[src/rtl/run_sequencer.sv]
// rtl/run_sequencer.sv - eight-segment timed program sequencer with pause/hold, abort and actuator decode
module run_sequencer #(
  parameter logic [2:0] RUN_CODE   = 3'd3,
  parameter logic [2:0] ERR_CODE   = 3'd4,
  parameter logic [2:0] PAUSE_CODE = 3'd5
) (
  input  logic        cp,
  input  logic        rst_n,
  input  logic        tick,
  input  logic [2:0]  state,
  input  logic [25:0] sourceData,
  output logic [2:0]  seg,
  output logic [3:0]  remain,
  output logic [6:0]  totalRemain,
  output logic        inValve,
  output logic        outValve,
  output logic        motorWash,
  output logic        motorSpin,
  output logic        finishReq
);

  localparam logic [2:0] S_IDLE = 3'd0;
  localparam logic [2:0] S_SEEK = 3'd1;
  localparam logic [2:0] S_RUN  = 3'd2;
  localparam logic [2:0] S_HOLD = 3'd3;
  localparam logic [2:0] S_DONE = 3'd4;

  localparam logic [2:0] LAST_SEG = 3'd7;

  logic [2:0]  fsm, fsm_next;
  logic [25:0] prog, prog_next;
  logic [2:0]  seg_next;
  logic [3:0]  remain_next;
  logic [6:0]  total_next;

  logic        cmd_run;
  logic        cmd_hold;
  logic        cmd_abort;
  logic [3:0]  cur_field;

  // Duration of segment s inside a program word; 3-bit fields are zero-extended.
  function automatic logic [3:0] field_of(input logic [25:0] w, input logic [2:0] s);
    logic [3:0] f;
    case (s)
      3'd0:    f = {1'b0, w[25:23]};
      3'd1:    f = w[22:19];
      3'd2:    f = {1'b0, w[18:16]};
      3'd3:    f = {1'b0, w[15:13]};
      3'd4:    f = {1'b0, w[12:10]};
      3'd5:    f = w[9:6];
      3'd6:    f = {1'b0, w[5:3]};
      default: f = {1'b0, w[2:0]};
    endcase
    return f;
  endfunction

  // Whole-program duration; 72 at most, so 7 bits never overflow.
  function automatic logic [6:0] field_sum(input logic [25:0] w);
    logic [6:0] acc;
    acc = '0;
    for (int i = 0; i < 8; i++) begin
      acc = acc + {3'b000, field_of(w, i[2:0])};
    end
    return acc;
  endfunction

  assign cmd_run   = (state == RUN_CODE);
  assign cmd_hold  = (state == PAUSE_CODE) || (state == ERR_CODE);
  assign cmd_abort = !(cmd_run || cmd_hold);
  assign cur_field = field_of(prog, seg);

  // Next-state and counter update; abort is checked first so it beats any segment activity.
  always_comb begin
    fsm_next    = fsm;
    prog_next   = prog;
    seg_next    = seg;
    remain_next = remain;
    total_next  = totalRemain;
    case (fsm)
      S_IDLE: begin
        if (cmd_run) begin
          prog_next   = sourceData;
          seg_next    = 3'd0;
          remain_next = 4'd0;
          total_next  = field_sum(sourceData);
          fsm_next    = S_SEEK;
        end
      end
      S_SEEK: begin
        if (cmd_abort) begin
          fsm_next    = S_IDLE;
          seg_next    = 3'd0;
          remain_next = 4'd0;
          total_next  = 7'd0;
        end else if (cur_field == 4'd0) begin
          if (seg == LAST_SEG) begin
            fsm_next = S_DONE;
            seg_next = 3'd0;
          end else begin
            seg_next = seg + 3'd1;
          end
        end else begin
          remain_next = cur_field;
          fsm_next    = S_RUN;
        end
      end
      S_RUN: begin
        if (cmd_abort) begin
          fsm_next    = S_IDLE;
          seg_next    = 3'd0;
          remain_next = 4'd0;
          total_next  = 7'd0;
        end else if (cmd_hold) begin
          // Pause wins over a coincident tick: nothing is counted on entry.
          fsm_next = S_HOLD;
        end else if (tick) begin
          remain_next = remain - 4'd1;
          total_next  = totalRemain - 7'd1;
          if (remain == 4'd1) begin
            if (seg == LAST_SEG) begin
              fsm_next = S_DONE;
              seg_next = 3'd0;
            end else begin
              fsm_next = S_SEEK;
              seg_next = seg + 3'd1;
            end
          end
        end
      end
      S_HOLD: begin
        if (cmd_abort) begin
          fsm_next    = S_IDLE;
          seg_next    = 3'd0;
          remain_next = 4'd0;
          total_next  = 7'd0;
        end else if (cmd_run) begin
          fsm_next = S_RUN;
        end
      end
      S_DONE: begin
        if (!cmd_run) begin
          fsm_next    = S_IDLE;
          seg_next    = 3'd0;
          remain_next = 4'd0;
          total_next  = 7'd0;
        end
      end
      default: begin
        fsm_next    = S_IDLE;
        seg_next    = 3'd0;
        remain_next = 4'd0;
        total_next  = 7'd0;
      end
    endcase
  end

  // State and counter registers; reset overrides everything including a pending tick.
  always_ff @(posedge cp) begin
    if (!rst_n) begin
      fsm         <= S_IDLE;
      prog        <= '0;
      seg         <= 3'd0;
      remain      <= 4'd0;
      totalRemain <= 7'd0;
    end else begin
      fsm         <= fsm_next;
      prog        <= prog_next;
      seg         <= seg_next;
      remain      <= remain_next;
      totalRemain <= total_next;
    end
  end

  // Actuators come only from registered state and seg; segments 0/4 fill, 1/5 wash, 2/3/6/7 drain, 3/7 spin.
  assign inValve   = (fsm == S_RUN) && (seg[1:0] == 2'd0);
  assign motorWash = (fsm == S_RUN) && (seg[1:0] == 2'd1);
  assign outValve  = (fsm == S_RUN) && seg[1];
  assign motorSpin = (fsm == S_RUN) && (seg[1:0] == 2'd3);
  assign finishReq = (fsm == S_DONE);

endmodule

[config.mk]
export PLATFORM = sky130hd
export DESIGN_NAME = run_sequencer
export DESIGN_NICKNAME = d
export VERILOG_FILES = /design/src/rtl/run_sequencer.sv
export SDC_FILE = /design/constraint.sdc
export NUM_CORES = 1
export LEC_CHECK = 0
export CAP_MARGIN = 20
export CORE_UTILIZATION = 35
export CTS_CLUSTER_SIZE = 28
export DETAILED_ROUTE_END_ITERATION = 6
export SYNTH_ARGS = -nofsm -noshare
export SYNTH_HDL_FRONTEND = slang
export SYNTH_SLANG_ARGS = --single-unit
[constraint.sdc]
create_clock -name cp -period 5.85 [get_ports cp]
set_input_delay 0.585 -clock cp [delete_from_list [all_inputs] [get_ports cp]]
set_output_delay 0.585 -clock cp [all_outputs]
set_load 0.02 [all_outputs]
==> out/results.ini <==
[logic_synthesis]
synth_warnings=0
ys_types=54
synth_edf_count=0
synth_nets=439
synth-xor-area-share_pct=2.30
synth.avg_cell_area_um2=8.27
synthAdderAreaFrac_pct=20.7
synth_compound_area_share_pct=21.6
ys_ff_latch=43
yosys.area_share.simple_pct=16.6
syn_area_um2=3040
yosysSeqAreaShare_pct=28.3
muxShareOfSynthArea_pct=1.69
synth_top_family_by_area=compound AO/OA/AOI/OAI gates
synthFlopType=dfxtp_1
synthArstFlopShare_pct=0
syn_inst=368

[status]
status=finished, final reports clean

[sta]
rsz0062_at_grt=no
setup_viol=0
finClkSkew_ns=0.00762
maxSlewViolCount=0
fin_setup_tns_ns=0
hold_slack_ns=0.454
tightest_slew_ns=0.890
maxSlewHeadroom_pct=40.5
min_period_ns=4.49
final_hold_viol_count=0
fmax_mhz=223
period_share_pct=76.7

[cells_and_area]
diodes=0
drive_gt1_share_pct=4.87
area_growth_syn_to_layout_pct=21.6
instances_no_fill=516
nNetsFinal=481
stdcell_area_um2=3700

[worst_hold_path]
hold_class=flop to flop
min_path_cells=2

[worst_setup_path]
crit_buf_inv=5
crit_arrival_ns=4.67
cp_top_family=adder cells
r2r_slack_ns=3.30
r2r-end=seg[0]
reg2reg_depth=8
critPathKind=input pin to flop
critPathCaptureType=flop
worst_path_most_repeated_cell=fa_1
startpoint_type=input pin
path_max_fanout=2
critical_path_depth=16
crit_end=totalRemain[6]
slowest_delay_ns=0.56
slowest_stage=fa_1
critical_path_required_ns=6.03
crit_chain=clkdlybuf4s50_1 > inv_1 > fa_1 > inv_1 > fa_1 > fa_1 > inv_1 > fa_1 > inv_1 > ha_1 > fa_1 > a21o_1 > a21oi_1 > o22ai_1 > a22oi_1 > nor2_1
timing.rr.start=seg[1]
cp-startpoint=sourceData[2]

[routing]
wl_per_cell_um=14.3
ant_nets=0
first_pass_iters=4
drc_errors=0
viasPerCell=5.16
drt_iter0_markers=108
vias=2664
finalWirelength_mm=7.40

[die]
num_rows=33
core_area_um2=8300
design.die.area_um2=9070
num_io_pins=51
die_w_um=95.2
die_height_um=95.2
start_util_pct=36.7

[cts]
cts_buffers=5
cts_root_buf=clkbuf_8
cts_buffer_depth=2
clkTransAtPathRegs_ns=0.08
clk_latency_ns=0.30
post_cts_resized=0
cts_hold_buf=0
cts_tree=done
post_cts_buffers=0
clock-sinks=43
htreeDepth=2

[power]
ir_drop_v=0.000104
p_leak_nw=1.53
p_switching_mw=0.326
powerDensity_nw_per_um2=244
clockPowerShare_pct=21.4
power.share.switching_pct=36.1
comb_power_share_pct=42.6
seq_power_share_pct=36.0
p_int_mw=0.576
power_mw=0.902

[placement]
dp_hpwl_mm=5.60
io_buffers=50
post_dp_cell_area_um2=3610
dp_cells=508
gp_congestion=0.844

[global_route]
antenna_found_initial=0
overflow=0
grt_max_degree=39
track_usage_pct=17.6
grt_pass1_vias=2565
grt_pass1_wl_mm=12.4

[flow_run]
maxCapViolCount=0

==> layout make-up <==
type | count | area [um^2]
inverter | 51 | 191
multi-input combinational | 257 | 1910
timing repair buffer | 52 | 515
clock buffer | 6 | 72.6
sequential | 43 | 861
fill | 819 | 4600
clock inverter | 2 | 12.5
tap | 105 | 131
==> synthesized netlist by cell type (all sizes together) (3+ instances only) <==
cell / number / area (um^2)
buf: 5 / 31.3
fa: 19 / 380
nand3: 5 / 25.0
inv: 51 / 191
and2: 3 / 18.8
a22oi: 17 / 128
nor2: 16 / 60.1
o21ai: 7 / 35.0
nor3: 4 / 25.0
clkbuf: 12 / 45.0
mux2i: 4 / 40.0
xor2: 4 / 35.0
o22ai: 8 / 68.8
dfxtp: 43 / 861
nand2: 65 / 244
a32oi: 3 / 26.3
xnor2: 4 / 35.0
o22a: 3 / 26.3
ha: 20 / 250
a21oi: 37 / 185
a311oi: 3 / 26.3
==> registers in the layout (all words and copies together) (netlist names) <==
signal / count
remain: 4
fsm: 3
totalRemain: 7
prog: 26
seg: 3
==> cells in the final DEF, fill, tap and decap left out, drive strengths merged, types with 8 or more instances in the layout <==
cell,Yosys,routed
a21oi,37,37
a22oi,17,17
clkdlybuf4s50,0,50
dfxtp,43,43
fa,19,19
ha,20,20
inv,51,51
nand2,65,65
nor2,16,16
o22ai,8,8
==> worst min-delay path by stage <==
stage / startpoint / to / slack, ns
global route: prog[9] / prog[9] / 0.47
finish: prog[9] / prog[9] / 0.45
floorplan: prog[9] / prog[9] / 0.43
global placement: prog[7] / prog[7] / 0.44
detailed placement: prog[9] / prog[9] / 0.44
CTS: prog[9] / prog[9] / 0.46
==> metal layers <==
layer  part of all wire (%)  vias to the layer above  global-route usage, %  wire length (um)
li1                       -                     1327                      -                 -
met1                     46                     1261                   24.1              3410
met2                     48                       67                   28.2              3540
met3                    4.7                        9                   3.03               351
met4                    1.4                        0                   5.56               104
met5                      0                        -                      0                 0
==> cell families after synthesis <==
logic type | count (synthesis)
fa+ha+maj | 39
compound gates | 95
xor+xnor | 8
simple gates | 110
buf+inv | 68
flops | 43
mux | 5
==> per-stage QoR <==
| step | utilization, % | setup slack [ns] |
|---|---|---|
| 6_report | 44.6 | 1.36 |
| 5_1_grt | 44.6 | 1.13 |
| 4_1_cts | 44.6 | 1.32 |
| 3_5_place_dp | 43.5 | 1.01 |
| 3_3_place_gp | 43.5 | 1.05 |
| 2_1_floorplan | - | 1.71 |
==> worst reg2reg max path, cell delays in order, from the launching register on <==
cell and delay, ns:
dfxtp_1 0.41, inv_1 0.11, ha_1 0.36, or3_4 0.44, or2_4 0.26, o22ai_2 0.23, and4_1 0.27, o221ai_2 0.18
mux2i_1 0.16
==> power by group through the flow <==
stage | Combinational (mW) | Sequential, mW | Clock (mW)
floorplan | 0.275 | 0.338 | 0
CTS | 0.392 | 0.325 | 0.195
global route | 0.441 | 0.328 | 0.208
global placement | 0.385 | 0.332 | 0
finish | 0.384 | 0.325 | 0.193
detailed placement | 0.389 | 0.332 | 0
Note: power is estimated with default switching activity, not from simulation.
